===== config.mk =====
export PLATFORM = sky130hd
export DESIGN_NAME = catch_round_ctrl_flat
export DESIGN_NICKNAME = d
export VERILOG_FILES = /design/src/rtl/catch_round_ctrl_if.sv /design/src/rtl/catch_round_ctrl.sv /design/src/flat_wrapper.sv
export SDC_FILE = /design/constraint.sdc
export NUM_CORES = 1
export LEC_CHECK = 0
export ABC_AREA = 1
export CAP_MARGIN = 20
export CORE_UTILIZATION = 35
export CTS_CLUSTER_DIAMETER = 40
export DETAILED_ROUTE_END_ITERATION = 8
export SLEW_MARGIN = 5
export SYNTH_ARGS = -nofsm -noshare
export SYNTH_HDL_FRONTEND = slang
export SYNTH_SLANG_ARGS = --single-unit

===== constraint.sdc =====
create_clock -name vclock -period 2.8 [get_ports vclock]
set_input_delay 0.56 -clock vclock [delete_from_list [all_inputs] [get_ports vclock]]
set_output_delay 0.56 -clock vclock [all_outputs]
set_load 0.005 [all_outputs]

===== src/rtl/catch_round_ctrl_if.sv =====
// Signal bundle between the catch round controller (master) and the ball SM / overlay (slave).
interface catch_round_ctrl_if;
  logic       vsync;
  logic       start;
  logic [1:0] ball_state;
  logic       catch_event;
  logic       throw_event;
  logic       serve;
  logic       serve_to;
  logic [2:0] round_state;
  logic [3:0] score1;
  logic [3:0] score2;
  logic [7:0] rally;
  logic [7:0] best_rally;
  logic       drop_flag;
  logic       game_over;
  logic       winner;

  modport master (
    input  vsync, start, ball_state, catch_event, throw_event,
    output serve, serve_to, round_state, score1, score2, rally, best_rally,
           drop_flag, game_over, winner
  );

  modport slave (
    output vsync, start, ball_state, catch_event, throw_event,
    input  serve, serve_to, round_state, score1, score2, rally, best_rally,
           drop_flag, game_over, winner
  );
endinterface


===== src/rtl/catch_round_ctrl.sv =====
// Round sequencer for the two-player catch game: serves, frame-timed holds/flights, scoring.
// Optional best-rally tracking is built only when CATCH_BEST_RALLY_EN is defined.
module catch_round_ctrl #(
  parameter int unsigned WIN_SCORE     = 7,
  parameter int unsigned HOLD_FRAMES   = 180,
  parameter int unsigned FLIGHT_FRAMES = 240,
  parameter int unsigned DROP_FRAMES   = 90
) (
  input logic                vclock,
  input logic                reset,
  catch_round_ctrl_if.master bus
);

  typedef enum logic [2:0] {
    StIdle    = 3'd0,
    StServe   = 3'd1,
    StHold    = 3'd2,
    StFlight  = 3'd3,
    StDropped = 3'd4,
    StOver    = 3'd5
  } state_e;

  localparam logic [7:0] HoldLast   = 8'(HOLD_FRAMES);
  localparam logic [7:0] FlightLast = 8'(FLIGHT_FRAMES);
  localparam logic [7:0] DropLast   = 8'(DROP_FRAMES);
  localparam logic [3:0] WinScore   = 4'(WIN_SCORE);

  state_e     state_q;
  logic       vsync_q;
  logic       start_q;
  logic       serve_q;
  logic       serve_to_q;
  logic [3:0] score1_q;
  logic [3:0] score2_q;
  logic [7:0] rally_q;
  logic       drop_flag_q;
  logic       game_over_q;
  logic       winner_q;
  logic       holder_q;
  logic       thrower_q;
  logic [7:0] hold_cnt_q;
  logic [7:0] flight_cnt_q;
  logic [7:0] drop_cnt_q;

  logic       tick;
  logic       start_edge;
  logic       hold_expire;
  logic       flight_expire;
  logic       drop_expire;
  logic       score_evt;
  logic       scorer;
  logic [3:0] new_score;
  logic       win;

  always_comb begin
    tick          = vsync_q & ~bus.vsync;
    start_edge    = bus.start & ~start_q;
    hold_expire   = tick && ((hold_cnt_q + 8'd1) == HoldLast);
    flight_expire = tick && ((flight_cnt_q + 8'd1) == FlightLast);
    drop_expire   = tick && ((drop_cnt_q + 8'd1) == DropLast);
    score_evt     = 1'b0;
    scorer        = 1'b0;
    // A throw beats a coincident foul; a catch beats a coincident drop.
    if (state_q == StHold && !bus.throw_event && hold_expire) begin
      score_evt = 1'b1;
      scorer    = ~holder_q;
    end
    if (state_q == StFlight && !bus.catch_event &&
        (bus.ball_state == 2'b11 || flight_expire)) begin
      score_evt = 1'b1;
      scorer    = thrower_q;
    end
    new_score = scorer ? (score2_q + 4'd1) : (score1_q + 4'd1);
    win       = (new_score == WinScore);
  end

  always_ff @(posedge vclock) begin
    if (reset) begin
      state_q      <= StIdle;
      vsync_q      <= 1'b1;
      start_q      <= 1'b0;
      serve_q      <= 1'b0;
      serve_to_q   <= 1'b0;
      score1_q     <= 4'd0;
      score2_q     <= 4'd0;
      rally_q      <= 8'd0;
      drop_flag_q  <= 1'b0;
      game_over_q  <= 1'b0;
      winner_q     <= 1'b0;
      holder_q     <= 1'b0;
      thrower_q    <= 1'b0;
      hold_cnt_q   <= 8'd0;
      flight_cnt_q <= 8'd0;
      drop_cnt_q   <= 8'd0;
    end else begin
      vsync_q <= bus.vsync;
      start_q <= bus.start;
      serve_q <= 1'b0;

      case (state_q)
        StIdle: begin
          if (start_edge) begin
            score1_q   <= 4'd0;
            score2_q   <= 4'd0;
            rally_q    <= 8'd0;
            serve_to_q <= 1'b0;
            serve_q    <= 1'b1;
            state_q    <= StServe;
          end
        end
        StServe: begin
          holder_q   <= serve_to_q;
          hold_cnt_q <= 8'd0;
          state_q    <= StHold;
        end
        StHold: begin
          if (bus.throw_event) begin
            thrower_q    <= holder_q;
            flight_cnt_q <= 8'd0;
            state_q      <= StFlight;
          end else if (tick && !score_evt) begin
            hold_cnt_q <= hold_cnt_q + 8'd1;
          end
        end
        StFlight: begin
          if (bus.catch_event) begin
            if (bus.ball_state[0] != thrower_q && rally_q != 8'hff) begin
              rally_q <= rally_q + 8'd1;
            end
            holder_q   <= bus.ball_state[0];
            hold_cnt_q <= 8'd0;
            state_q    <= StHold;
          end else if (tick && !score_evt) begin
            flight_cnt_q <= flight_cnt_q + 8'd1;
          end
        end
        StDropped: begin
          if (drop_expire) begin
            drop_flag_q <= 1'b0;
            serve_q     <= 1'b1;
            state_q     <= StServe;
          end else if (tick) begin
            drop_cnt_q <= drop_cnt_q + 8'd1;
          end
        end
        StOver: begin
          if (start_edge) begin
            score1_q    <= 4'd0;
            score2_q    <= 4'd0;
            rally_q     <= 8'd0;
            serve_to_q  <= ~winner_q;
            game_over_q <= 1'b0;
            serve_q     <= 1'b1;
            state_q     <= StServe;
          end
        end
        default: state_q <= StIdle;
      endcase

      // Scoring overrides the state-local next state chosen above.
      if (score_evt) begin
        if (scorer) begin
          score2_q <= new_score;
        end else begin
          score1_q <= new_score;
        end
        if (win) begin
          game_over_q <= 1'b1;
          winner_q    <= scorer;
          state_q     <= StOver;
        end else begin
          drop_flag_q <= 1'b1;
          rally_q     <= 8'd0;
          serve_to_q  <= ~scorer;
          drop_cnt_q  <= 8'd0;
          state_q     <= StDropped;
        end
      end
    end
  end

`ifdef CATCH_BEST_RALLY_EN
  logic [7:0] best_rally_q;

  always_ff @(posedge vclock) begin
    if (reset) begin
      best_rally_q <= 8'd0;
    end else if (rally_q > best_rally_q) begin
      best_rally_q <= rally_q;
    end
  end

  assign bus.best_rally = best_rally_q;
`else
  assign bus.best_rally = 8'd0;
`endif

  assign bus.serve       = serve_q;
  assign bus.serve_to    = serve_to_q;
  assign bus.round_state = state_q;
  assign bus.score1      = score1_q;
  assign bus.score2      = score2_q;
  assign bus.rally       = rally_q;
  assign bus.drop_flag   = drop_flag_q;
  assign bus.game_over   = game_over_q;
  assign bus.winner      = winner_q;

endmodule


===== src/flat_wrapper.sv =====
// flat-port wrapper written by rule: the top's interface ports become plain ports
module catch_round_ctrl_flat 
#(
  parameter int unsigned WIN_SCORE     = 7,
  parameter int unsigned HOLD_FRAMES   = 180,
  parameter int unsigned FLIGHT_FRAMES = 240,
  parameter int unsigned DROP_FRAMES   = 90
)
  (vclock, reset, bus_vsync, bus_start, bus_ball_state, bus_catch_event, bus_throw_event, bus_serve, bus_serve_to, bus_round_state, bus_score1, bus_score2, bus_rally, bus_best_rally, bus_drop_flag, bus_game_over, bus_winner);
  catch_round_ctrl_if bus_i ();
  input logic vclock;
  input logic reset;
  input wire logic [$bits(bus_i.vsync)-1:0] bus_vsync;
  input wire logic [$bits(bus_i.start)-1:0] bus_start;
  input wire logic [$bits(bus_i.ball_state)-1:0] bus_ball_state;
  input wire logic [$bits(bus_i.catch_event)-1:0] bus_catch_event;
  input wire logic [$bits(bus_i.throw_event)-1:0] bus_throw_event;
  output wire logic [$bits(bus_i.serve)-1:0] bus_serve;
  output wire logic [$bits(bus_i.serve_to)-1:0] bus_serve_to;
  output wire logic [$bits(bus_i.round_state)-1:0] bus_round_state;
  output wire logic [$bits(bus_i.score1)-1:0] bus_score1;
  output wire logic [$bits(bus_i.score2)-1:0] bus_score2;
  output wire logic [$bits(bus_i.rally)-1:0] bus_rally;
  output wire logic [$bits(bus_i.best_rally)-1:0] bus_best_rally;
  output wire logic [$bits(bus_i.drop_flag)-1:0] bus_drop_flag;
  output wire logic [$bits(bus_i.game_over)-1:0] bus_game_over;
  output wire logic [$bits(bus_i.winner)-1:0] bus_winner;
  assign bus_i.vsync = bus_vsync;
  assign bus_i.start = bus_start;
  assign bus_i.ball_state = bus_ball_state;
  assign bus_i.catch_event = bus_catch_event;
  assign bus_i.throw_event = bus_throw_event;
  assign bus_serve = bus_i.serve;
  assign bus_serve_to = bus_i.serve_to;
  assign bus_round_state = bus_i.round_state;
  assign bus_score1 = bus_i.score1;
  assign bus_score2 = bus_i.score2;
  assign bus_rally = bus_i.rally;
  assign bus_best_rally = bus_i.best_rally;
  assign bus_drop_flag = bus_i.drop_flag;
  assign bus_game_over = bus_i.game_over;
  assign bus_winner = bus_i.winner;
  catch_round_ctrl #(.WIN_SCORE(WIN_SCORE), .HOLD_FRAMES(HOLD_FRAMES), .FLIGHT_FRAMES(FLIGHT_FRAMES), .DROP_FRAMES(DROP_FRAMES)) u_core (.vclock(vclock), .reset(reset), .bus(bus_i));
endmodule

==> reports/results.txt <==
The flow ran to the end, and the final reports show no timing, DRC or antenna violations. Summed over all nets, the switching power comes to 585 uW. Overall power consumption after layout is estimated at 1750 uW.

On the final layout, the worst clock skew is 0.00891 ns. The run gives 33.2% as the portion of the post-synthesis area used by sequential elements. The critical path contains buffers and inverters numbering 6 combined. In this run the worst path has a maximum fanout of 6.

The detailed placement HPWL was 5670 um. For this design, the CTS-stage hold fixing added 0 buffers. The all-layer global routing usage was 17.8%. The first detailed-routing pass took 4 iterations. The minimum period implied by the final worst setup slack was 2.68 ns.

STA puts the critical path data required time at 3.04 ns. The critical path goes through clkdlybuf4s50_1 > inv_1 > nand2_2 > nor2_2 > nand3_2 > nor2_4 > nand4_4 > nand2_4 > nand2_4 > nand2_4 > buf_4 > buf_4 > ha_4 > inv_2 > nor2_4 > nand3_4 > nand2_4 > nand2_8 > buf_12 > a21oi_2. Start point of the critical path: bus_throw_event.

The port buffer count is 31, and the clock transition at the registers of the reported paths is 0.09 ns. Max-cap violations in this run came to 0. The standard-cell row count came out at 34.

In this run, synthesis produced a sequential element count of 52. The synthesized area per cell came out at 7.09 um^2. Internal power comes to 1160 uW. The diode insertion count for antenna repair was 0; the average wire length per cell after detail routing was 12.7 um. The number of clock buffers added by TritonCTS is 5. The number of different library cells used by synthesis comes to 37. Once detail routing completed, the nets flagged for antenna violations numbered 0. The run gives 2 as the H-tree depth.

The tools report the startpoint type of the worst setup path as a primary input. The worst path uses 95.9% of the clock period. The total I/O pin count was 40; the clock insertion delay at the later pin of the skew report was 0.30 ns. The worst hold path begins at u_core.bus.game_over$_SDFF_PP0_.

For the non-filler instance count after layout, the log shows 628. For the final routed database, the setup TNS stands at 0 ns. The number of clock sinks is 52, and the area added between synthesis and finish is 34.8%. The run gives 2875 as the via count of the first global-routing pass.

Class of the tightest hold or removal check: reg -> reg. The netlist area before placement was 3130 um^2. The die is 96.6 um tall. Of the total power, the clock network draws 23.4%. The run gives 0.473 ns as the worst slack on hold paths.

Per report_power, the sequential group accounts for 48.6% of the total. The via density per instance is 4.82. The switching power as a share of total power was 33.5%; the first-pass GRT wire length was 13000 um.

For this design the static power due to leakage is 0.00161 uW. On the critical path the largest part of the delay comes from simple AND/OR/NAND/NOR gates. After floorplanning, the core was sized to cover 8680 um^2. Dividing total power by cell area gives a power density of 413 nW/um^2. For this run, the number of Yosys warnings is 0.

The run gives 2.92 ns as the endpoint arrival time on the critical path. After global routing the overflow that remains totals 0. The tools report the final count of hold timing violations as 0. The tools report the startpoint of the lowest-slack register-to-register path as u_core.hold_cnt_q[2]$_SDFFE_PP0P_.

The run gives 0.833 as the placer congestion estimate. Most numerous cell on the critical path: nand2_4. The setup path with the least slack is of type in -> reg. The initial antenna violation count is 0.

VDD sags by at most 321 uV. In the routed design, unresolved DRC markers number 0. Leaving out fill and tap cells, the most frequent cell in the layout is nand2_1. For this run, the post-layout net count is 537. The peak clock frequency supported by timing came out at 0.373 GHz. The number of fill cells came out at 891. The post-route netlist has 25.6% of its cells at a drive strength greater than 1. In this run the deepest clock path goes through 2 buffers. Synthesis handed over a netlist of 442 instances. TritonCTS built the clock tree. The run gives 612 as the post-placement cell count. In the layout the commonest cells are nand2_1 (88), inv_1 (57), dfxtp_1 (45). The routed layout has 3030 vias.

The worst pin sits at a relative slew slack of 61.2%. The die is 96.6 um wide. Setup violations remaining at the end of the flow were counted as 0. The pin count of the biggest net entering global routing is 27, and the reg2reg setup slack is 0.17 ns. For this configuration, the core starts out at a cell density of 36.1%. Combinational logic is responsible for 27.9% of the overall power.

The floorplan step defined a die boundary enclosing 9330 um^2. The DRC violation total after the first TritonRoute iteration came out at 122. The cell sitting at the root of the clock tree is a clkbuf_8.

Endpoint kind of the worst setup timing path: a flop. On the worst path, the slowest cell contributes a delay of 0.45 ns. For the pin with the worst max-slew slack, the measured transition is 0.582 ns. The detailed-route wire length was 7960 um. For the number of pins exceeding their max-slew limit in the final report, the log shows 0. The slowest stage of the critical path is the clkdlybuf4s50_1 cell.
## synthesized netlist by cell type, drive strengths merged
master	count	area, um^2
buf	12	110
inv	65	246
nor3b	1	7.51
a21oi	38	190
nand3b	2	15.0
o21ai	23	115
dfxtp	52	1040
nand4	7	58.8
a211oi	5	37.5
nand3	39	215
nor3	6	41.3
or2	1	6.26
o21bai	3	22.5
xor2	9	78.8
clkbuf	3	11.3
ha	9	113
nor4	1	6.26
xnor2	2	17.5
o22ai	1	6.26
a31oi	3	18.8
nand2	105	442
nor2	51	305
conb	1	3.75
a22oi	3	22.5
## worst register-to-register path: stages (launching register included)
cell	delay [ns]
dfxtp_4	0.39
nand3_1	0.17
nor2_4	0.19
nand3_2	0.11
xor2_2	0.28
nand4_4	0.18
nand2_4	0.14
nand2_4	0.07
nand2_4	0.06
buf_4	0.09
buf_4	0.10
ha_4	0.12
inv_2	0.04
nor2_4	0.12
nand3_4	0.08
nand2_4	0.10
nand2_8	0.08
buf_12	0.17
a21oi_2	0.09
## cells by family (layout without fill, tap and decap cells)
| kind of cell | Yosys count | count (layout) | share of synthesized area [%] |
|---|---|---|---|
| flip-flops | 52 | 52 | 33.2 |
| other | 1 | 8 | 0.120 |
| AO/OA/AOI/OAI | 76 | 76 | 13.2 |
| adder cells (fa/ha/maj) | 9 | 9 | 3.60 |
| buffers and inverters | 80 | 151 | 11.7 |
| XOR/XNOR | 11 | 11 | 3.08 |
| AND/OR/NAND/NOR | 213 | 213 | 35.0 |
## worst paths after layout
path | end | cells after the start
setup / recovery | u_core.bus.rally[7]$_SDFF_PP0_ | 20
hold / removal | u_core.bus.game_over$_SDFF_PP0_ | 2
setup reg to reg | u_core.bus.rally[7]$_SDFF_PP0_ | 18
hold reg to reg | u_core.bus.game_over$_SDFF_PP0_ | 2
## final cells by class
type	count	area [um^2]	area share, %
Sequential cell	52	1060	25.0
Tap cell	108	135	3.20
Clock buffer	6	72.6	1.72
Timing Repair Buffer	79	718	17.0
Clock inverter	1	5.00	0.119
Inverter	65	246	5.84
Multi-Input combinational cell	317	1990	47.1
## per-layer routing
| layer | vias to the layer above | wire length, um | global-route usage (%) | part of all wire, % |
|---|---|---|---|---|
| met4 | 0 | 99 | 4.78 | 1.2 |
| met3 | 10 | 216 | 2.58 | 2.7 |
| li1 | 1568 | - | - | - |
| met1 | 1398 | 3740 | 23.1 | 47 |
| met2 | 54 | 3910 | 30.9 | 49 |
| met5 | - | 0 | 0 | 0 |
## sequential cells by signal, summed over array words and instances, names as in the netlist
register and cells:
u_core.start_q 1, u_core.bus.score2 4, u_core.thrower_q 1, u_core.drop_cnt_q 8, u_core.bus.serve_to 1, u_core.bus.round_state 3
u_core.bus.game_over 1, u_core.bus.serve 1, u_core.bus.score1 4, u_core.bus.winner 1, u_core.bus.rally 8, u_core.vsync_q 1
u_core.flight_cnt_q 8, u_core.hold_cnt_q 8, u_core.holder_q 1, u_core.bus.drop_flag 1
## power by group through the flow
stage	Combinational, uW	Sequential, uW	Clock (uW)
floorplan	291	840	0
global placement	437	847	0
detailed placement	442	848	0
CTS	453	831	432
global route	541	855	462
finish	488	849	409
## through the flow
step	setup slack (ns)	util [%]	area, um^2
floorplan	0.119	-	3160
CTS	0.0241	46.0	4000
global route	-0.0326	48.7	4220
global placement	-0.392	43.9	3810
detailed placement	-0.502	43.9	3810
finish	0.116	48.7	4220
## what timing repair did
| action | in CTS | in global routing |
|---|---|---|
| setup buffers | 7 | 2 |
| gates resized for setup | 17 | 51 |
| pin swaps | 14 | 22 |
| hold endpoints to repair | 0 | 0 |
| endpoints found under the setup margin | 19 | 40 |
Note: power is estimated with default switching activity, not from simulation.
